**src/rtl/restoring_divider_pkg.sv**
```systemverilog
// Shared definitions for the iterative restoring divider and its combinational step.
package restoring_divider_pkg;

  typedef enum logic [1:0] {
    IDLE = 2'd0,
    CALC = 2'd1,
    DONE = 2'd2
  } state_t;

  localparam int DIVIDEND_W_DEF = 8;
  localparam int DIVISOR_W_DEF  = 4;
  localparam int CNT_W_DEF      = $clog2(DIVIDEND_W_DEF);

endpackage

```
**src/rtl/restoring_divider_div_step.sv**
```systemverilog
// One restoring-division step: trial subtract of the divisor from the shifted
// partial remainder, restoring the shifted value when the subtraction borrows.
module div_step
  import restoring_divider_pkg::*;
#(
  parameter int DIVISOR_W = DIVISOR_W_DEF
) (
  input  logic [DIVISOR_W:0]   shifted,
  input  logic [DIVISOR_W-1:0] divisor,
  output logic [DIVISOR_W-1:0] rem_next,
  output logic                 q_bit
);

  logic [DIVISOR_W-1:0] diff;

  // No borrow means the difference is below the divisor, so the low bits of a
  // narrow subtraction already hold the full result.
  assign q_bit    = (shifted >= {1'b0, divisor});
  assign diff     = shifted[DIVISOR_W-1:0] - divisor;
  assign rem_next = q_bit ? diff : shifted[DIVISOR_W-1:0];

endmodule

```
**src/rtl/restoring_divider.sv**
```systemverilog
// Iterative unsigned restoring divider, one quotient bit per clock, with a
// start/busy/done handshake for sequencing by a controlling FSM.
module restoring_divider
  import restoring_divider_pkg::*;
#(
  parameter int DIVIDEND_W = DIVIDEND_W_DEF,
  parameter int DIVISOR_W  = DIVISOR_W_DEF
) (
  input  logic                  clk,
  input  logic                  rst,
  input  logic                  start,
  input  logic [DIVIDEND_W-1:0] dividend,
  input  logic [DIVISOR_W-1:0]  divisor,
  output logic                  busy,
  output logic                  done,
  output logic [DIVIDEND_W-1:0] quotient,
  output logic [DIVISOR_W-1:0]  remainder,
  output logic                  div_by_zero
);

  localparam int CNT_W = (DIVIDEND_W > 1) ? $clog2(DIVIDEND_W) : 1;

  state_t               state, next_state;
  logic [DIVIDEND_W-1:0] dvd;
  logic [DIVISOR_W-1:0]  dsr;
  logic [DIVISOR_W-1:0]  prem;
  logic [CNT_W-1:0]      cnt;
  logic [DIVISOR_W:0]    shifted;
  logic [DIVISOR_W-1:0]  rem_next;
  logic                  q_bit;

  // The dividend shift register doubles as the quotient register: quotient
  // bits enter at the LSB as dividend bits leave at the MSB.
  assign shifted = {prem, dvd[DIVIDEND_W-1]};

  div_step #(
    .DIVISOR_W(DIVISOR_W)
  ) u_step (
    .shifted (shifted),
    .divisor (dsr),
    .rem_next(rem_next),
    .q_bit   (q_bit)
  );

  always_ff @(posedge clk or posedge rst) begin
    if (rst) begin
      state <= IDLE;
    end else begin
      state <= next_state;
    end
  end

  always_comb begin
    next_state = state;
    busy       = 1'b0;
    done       = 1'b0;
    case (state)
      IDLE: begin
        if (start) begin
          next_state = (divisor == '0) ? DONE : CALC;
        end
      end
      CALC: begin
        busy = 1'b1;
        if (cnt == '0) begin
          next_state = DONE;
        end
      end
      DONE: begin
        done       = 1'b1;
        next_state = IDLE;
      end
      default: next_state = IDLE;
    endcase
  end

  always_ff @(posedge clk or posedge rst) begin
    if (rst) begin
      dvd         <= '0;
      dsr         <= '0;
      prem        <= '0;
      cnt         <= '0;
      quotient    <= '0;
      remainder   <= '0;
      div_by_zero <= 1'b0;
    end else begin
      case (state)
        IDLE: begin
          if (start) begin
            if (divisor != '0) begin
              dvd  <= dividend;
              dsr  <= divisor;
              prem <= '0;
              cnt  <= CNT_W'(DIVIDEND_W - 1);
            end else begin
              quotient    <= '1;
              remainder   <= '0;
              div_by_zero <= 1'b1;
            end
          end
        end
        CALC: begin
          dvd  <= {dvd[DIVIDEND_W-2:0], q_bit};
          prem <= rem_next;
          if (cnt == '0) begin
            quotient    <= {dvd[DIVIDEND_W-2:0], q_bit};
            remainder   <= rem_next;
            div_by_zero <= 1'b0;
          end else begin
            cnt <= cnt - CNT_W'(1);
          end
        end
        default: ;
      endcase
    end
  end

endmodule

```
**config.mk**
```make
export PLATFORM = sky130hd
export DESIGN_NAME = restoring_divider
export DESIGN_NICKNAME = d
export VERILOG_FILES = /design/src/rtl/restoring_divider_pkg.sv /design/src/rtl/restoring_divider_div_step.sv /design/src/rtl/restoring_divider.sv
export SDC_FILE = /design/constraint.sdc
export NUM_CORES = 1
export LEC_CHECK = 0
export ABC_AREA = 1
export CAP_MARGIN = 20
export CORE_MARGIN = 4
export CORE_UTILIZATION = 39
export CTS_CLUSTER_SIZE = 24
export DETAILED_ROUTE_END_ITERATION = 6
export PLACE_DENSITY = 0.63
export SYNTH_ARGS = -nofsm -noshare
export SYNTH_HDL_FRONTEND = slang
export SYNTH_HIERARCHICAL = 1
export SYNTH_SLANG_ARGS = --single-unit
```
**constraint.sdc**
```tcl
create_clock -name clk -period 1.9 [get_ports clk]
set_clock_uncertainty 0.2 [all_clocks]
set_input_delay 0.38 -clock clk [delete_from_list [all_inputs] [get_ports clk]]
set_output_delay 0.38 -clock clk [all_outputs]
set_load 0.03 [all_outputs]
```
== Yosys cells after proc, flatten, opt, wreduce, memory -nomap -nowiden ==
Index checks and enable logic that the tools add are counted.
Cells by class
  add/sub/neg operators: 2
  order comparisons: 1
  equality and inequality tests: 7
  multiplexer cells: 29
  reduce and logical (&&, ||, !) cells: 10
Operators with widths (number)
  $mux 8: 5
  $pmux 8 s2: 2
  $mux 4: 6
  $pmux 4 s2: 2
  $ne 2x2->1 const B: 5
  $mux 3: 3
  $reduce_and 4->1: 2
  $mux 2: 3
  $pmux 3 s2: 1
  $reduce_and 3->1: 2
  $ge 5x4->1: 1
  $mux 1: 5
  $logic_not 4->1: 1
  $pmux 2 s2: 1
  $reduce_bool 4->1: 1
  $sub 4x4->4: 1
  $logic_not 3->1: 1
  $sub 3x1->3 const B: 1
  $eq 2x1->1 const B: 1
  $eq 2x2->1 const B: 1
  $logic_not 2->1: 1
  $pmux 1 s2: 1
  $reduce_and 2->1: 1
  $reduce_bool 2->1: 1
Word-level totals
  flip-flop bits (word level): 34
  input port bits: 15
  output and inout port bits: 15
  word-level logic and storage cells: 57

== Logic depth before layout (Yosys ltp) ==
  depth in word-level cells: 4
  depth in mapped cells: 13
  mapped depth without buffers: 13

== Cells and area by module ==
Netlist, hierarchy kept.
Modules (own cells, without submodules)
  restoring_divider: instances 1, cells each 187, area each 1561.5 um^2, seq. area each 850.8 um^2
  div_step: instances 1, cells each 39, area each 254.0 um^2, seq. area each 0.0 um^2

== Worst setup path before layout ==
Ideal clock, no wire load.
  path kind: register to register
  start: register prem[1]
  end: register remainder[3]
  setup time: 0.066 ns
  arrival time: 1.462 ns
  required time: 1.634 ns
  setup slack: 0.173 ns
  cell stages (with the launch flop): 11
  buffers on the path: 0
  period minus slack after synthesis: 1.727 ns
  cell sequence: dfrtp_1 > ha_1 > a21oi_2 > nand2_1 > nand2_4 > nand2_1 > nor2_1 > inv_1 > nor2_1 > nand4_1 > nand2_1
Between the ends
  cells in the longest elaborated chain, start to end: 4
  elaborated cells on any way between the ends: 5
  those cells by class: add/sub: 1; order compare: 1; mux: 3
Ends and longest elaborated chain
  start, declared: line restoring_divider.sv:26  | logic [DIVISOR_W-1:0] prem;
  start signal, assigned: line restoring_divider.sv:104  | prem <= rem_next;
  $sub 4x4->4 / $ge 5x4->1 (equally long branches): line restoring_divider_div_step.sv:19, restoring_divider_div_step.sv:18
  $mux 4 *: line restoring_divider_div_step.sv:20  | assign rem_next = q_bit ? diff : shifted[DIVISOR_W-1:0];
  named net rem_next[3]: line restoring_divider.sv:29  | logic [DIVISOR_W-1:0] rem_next;
  $mux 4 *: line restoring_divider.sv:105  | if (cnt == '0) begin
  $pmux 4 s2 *: line restoring_divider.sv:87  | case (state)
  end signal, assigned: line restoring_divider.sv:107  | remainder <= rem_next;
  end, declared: line restoring_divider.sv:17  | output logic [DIVISOR_W-1:0] remainder,
The timed path passes the listed nets; every way through them passes the cells marked *. The select of a mux whose other input is x is not followed.
A chain may end at the register's enable or synchronous reset.

== Worst setup path after layout ==
  start: register prem[2]
  end: register remainder[2]
Between the ends
  cells in the longest elaborated chain, start to end: 4
Ends and longest elaborated chain
  $ge 5x4->1: line restoring_divider_div_step.sv:18  | assign q_bit = (shifted >= {1'b0, divisor});
  named net q_bit: line restoring_divider.sv:30  | logic q_bit;
  $mux 4: line restoring_divider_div_step.sv:20
  named net rem_next[2]: line restoring_divider.sv:29
  $mux 4: line restoring_divider.sv:105
  $pmux 4 s2: line restoring_divider.sv:87
The timed path passes the listed nets, and every way through them passes these cells. The select of a mux whose other input is x is not followed.

==> key figures <==
Clock network
  • Clock sinks: 34
  • TritonCTS clock tree: done
  • Max clock buf depth: 2
  • Clock transition at the registers of the reported paths: 80 ps
  • H-tree levels: 2
  • Later-pin clock latency in the skew report: 290 ps
  • Root buf cell: clkbuf_8
  • Num CTS Buffers: 5

Place
  • GPL Wtd Cong: 0.790
  • Placed insts: 313
  • Final HPWL DP: 2.92 mm
  • PortBufs: 29
  • Place WS: -37.4 ps

Finish
  • Antenna cells: 0
  • Nets: 300
  • Layout cells sized above 1: 0.254
  • Footprint of the multi-input gates: 901 µm²
  • Sequential cell area: 851 µm²
  • Fillers: 414
  • Finished Layout Cells: 331
  • Synthesis-to-finish area growth: 39.6%

Die
  • Die Span X: 76.2 µm
  • Die height: 76.2 µm
  • Total core area: 4440 µm²
  • Num rows: 24
  • Die ar.: 5810 µm²
  • Initial Utilization: 0.409
  • Num ports: 30

STA
  • Period utilization: 0.964
  • Worst setup slack after layout: 68.8 ps
  • WHS: 229 ps
  • Setup tns final: 0 ps
  • Final Hold Viols: 0
  • Slew margin rel.: 0.790
  • Actual slew at the worst max-slew pin: 315 ps
  • F_max: 546 MHz
  • Crit path time final: 1830 ps
  • Final count of pins violating max slew: 0
  • # setup viols final: 0

Worst setup path
  • Critical Path RT: 1880 ps
  • Startpoint Class: flip-flop
  • R2R Path Start: prem[2]$_DFFE_PP0P_
  • R2R depth: 10
  • Critical path fanouts, max: 6
  • Crit end category: flip-flop
  • R2R Setup Slk: 70 ps
  • RR Endpoint: remainder[2]$_DFFE_PP0P_
  • Worst EP arrival: 1820 ps
  • Kind of critical path: flip-flop to flip-flop

Drt
  • DR vias/cell: 4.75
  • DRT iter0 DRCs: 105
  • Vias: 1,573
  • Drt pass-1 iters: 4
  • Wirelength, routed: 4.17 mm
  • DRC Markers: 0
  • Antenna-violating nets left: 0
  • Wire per inst: 12.6 µm

Yosys
  • Mean Syn Cell Area: 8.03 µm²
  • Post-synthesis sequential area ratio: 0.469
  • Ys Warns: 6
  • Synthesized Nets: 248
  • Synthesis-stage register bit count: 34
  • Netlist cell types: 23
  • Cell count after synthesis: 226
  • Cell Area, Synth: 1820 µm²

Global route
  • Grt ovf: 0
  • Initial antenna violation count: 0
  • Largest net degree at the start of global routing: 35
  • GRT Util Overall: 0.146
  • First-pass GRT wire length: 6.89 mm
  • Vias in the first global route: 1,514

Power
  • Leak: 1.31 nW
  • Tot Pwr: 5.24 mW
  • Worst-case vdd ir drop: 0.766 mV
  • Power per cell area: 2070 nW/µm²

Job
  • Total of max-cap violations: 0

Run status
  • Status: finished, final reports clean

Worst hold path
  • Hold WC Path Type: primary input to asynchronous set/reset pin
==> worst max-delay path, cell delays in order, from the launching register on <==
cell,delay (ps)
dfrtp_1,430
ha_4,170
or2_4,230
nor2_4,220
nand2_4,110
nand2_2,80
nand2_2,50
inv_2,60
nor2_2,40
nand4_1,80
nand2_1,50
==> registers in the layout, indices dropped and copies added (netlist names) <==
| name | count |
|---|---|
| prem | 4 |
| quotient | 8 |
| state | 2 |
| remainder | 4 |
| dvd | 8 |
| dsr | 4 |
| cnt | 3 |
| div_by_zero | 1 |
==> metrics by stage <==
step	cell area, µm²	utilization
after floorplan	1820	-
after global placement	2240	0.505
after detailed placement	2240	0.505
after CTS	2360	0.531
after global routing	2530	0.570
final	2530	0.570
==> cell usage in the layout (no fill, tap or decap), types with 2 or more instances in the layout <==
cell,instances
nand2_2,10
nand2_4,3
inv_2,6
dlygate4sd2_1,13
buf_12,2
nand2_1,69
dfrtp_1,34
nor2_1,7
clkbuf_8,5
nand3_1,3
buf_4,22
nand3_2,5
o21ai_1,9
inv_1,26
clkdlybuf4s50_1,14
ha_1,2
o21ai_0,15
nor2_2,4
ha_4,4
nand4_1,13
clkinvlp_4,2
nor2_4,2
==> cells by family (layout without fill, tap and decap cells) <==
kind of cell | count (synthesis) | after routing | synth area share
AOI/OAI and AO/OA | 25 | 25 | 0.0710
xor gates and xnor gates | 2 | 2 | 0.00965
adders and majority gates | 7 | 7 | 0.0524
buffers and inverters | 40 | 93 | 0.0972
DFF | 34 | 34 | 0.469
and+or+nand+nor | 118 | 118 | 0.301
==> report_power, final <==
group | internal (mW) | switching [mW] | leakage (nW)
registers | 1.08 | 0.203 | 0.417
logic | 1.34 | 1.95 | 0.840
clock network | 0.390 | 0.283 | 0.0504
total | 2.81 | 2.44 | 1.31
==> synth_stat cells <==
master     n  area (µm²)
a21oi_2    1        8.76
buf_2      3        15.0
buf_4      4        30.0
buf_6      1        11.3
dfrtp_1   34         851
fa_1       1        20.0
ha_1       6        75.1
inv_1     29         109
inv_2      3        11.3
nand2_1   76         285
nand2_2    4        25.0
nand2_4    2        22.5
nand3_1    6        30.0
nand3_2    2        20.0
nand3b_1   1        7.51
nand4_1   13        81.3
nor2_1    10        37.5
nor2_2     1        6.26
nor2_4     2        22.5
o21ai_0   15        75.1
o21ai_1    9        45.0
or2_4      1        8.76
xnor2_1    2        17.5
==> how the worst max path moves through the flow <==
| stage | startpoint | to | slack (ps) |
|---|---|---|---|
| final | prem[2]$_DFFE_PP0P_ | remainder[2]$_DFFE_PP0P_ | 70 |
| after detailed placement | divisor[0] | div_by_zero$_DFFE_PP0P_ | -40 |
| after CTS | quotient[1]$_DFFE_PP0P_ | quotient[1] | 4 |
| after global routing | dsr[3]$_DFFE_PP0P_ | remainder[0]$_DFFE_PP0P_ | -30 |
| after global placement | divisor[2] | quotient[5]$_DFFE_PP0P_ | -20 |
| after floorplan | prem[1]$_DFFE_PP0P_ | remainder[3]$_DFFE_PP0P_ | 170 |
==> cell type report <==
cell class	instances	share of cell area
multi-input cells	152	0.356
inverters	32	0.0474
well taps	52	0.0257
repair buffers	53	0.191
flip-flops and latches	34	0.336
clock buffers	5	0.0272
clock inverters	3	0.0178
==> metal layers <==
layer,part of all wire,global-route usage
met1,0.44,0.187
met2,0.51,0.243
met5,0,0
met4,0.012,0.0435
met3,0.038,0.0366
==> repair_timing <==
item,CTS,global route
gates resized for setup,16,24
hold buffers,0,0
setup buffers,0,10
endpoints found under the setup margin,16,7
pin swaps,1,11
No activity file was read; power rests on OpenSTA's default activity.
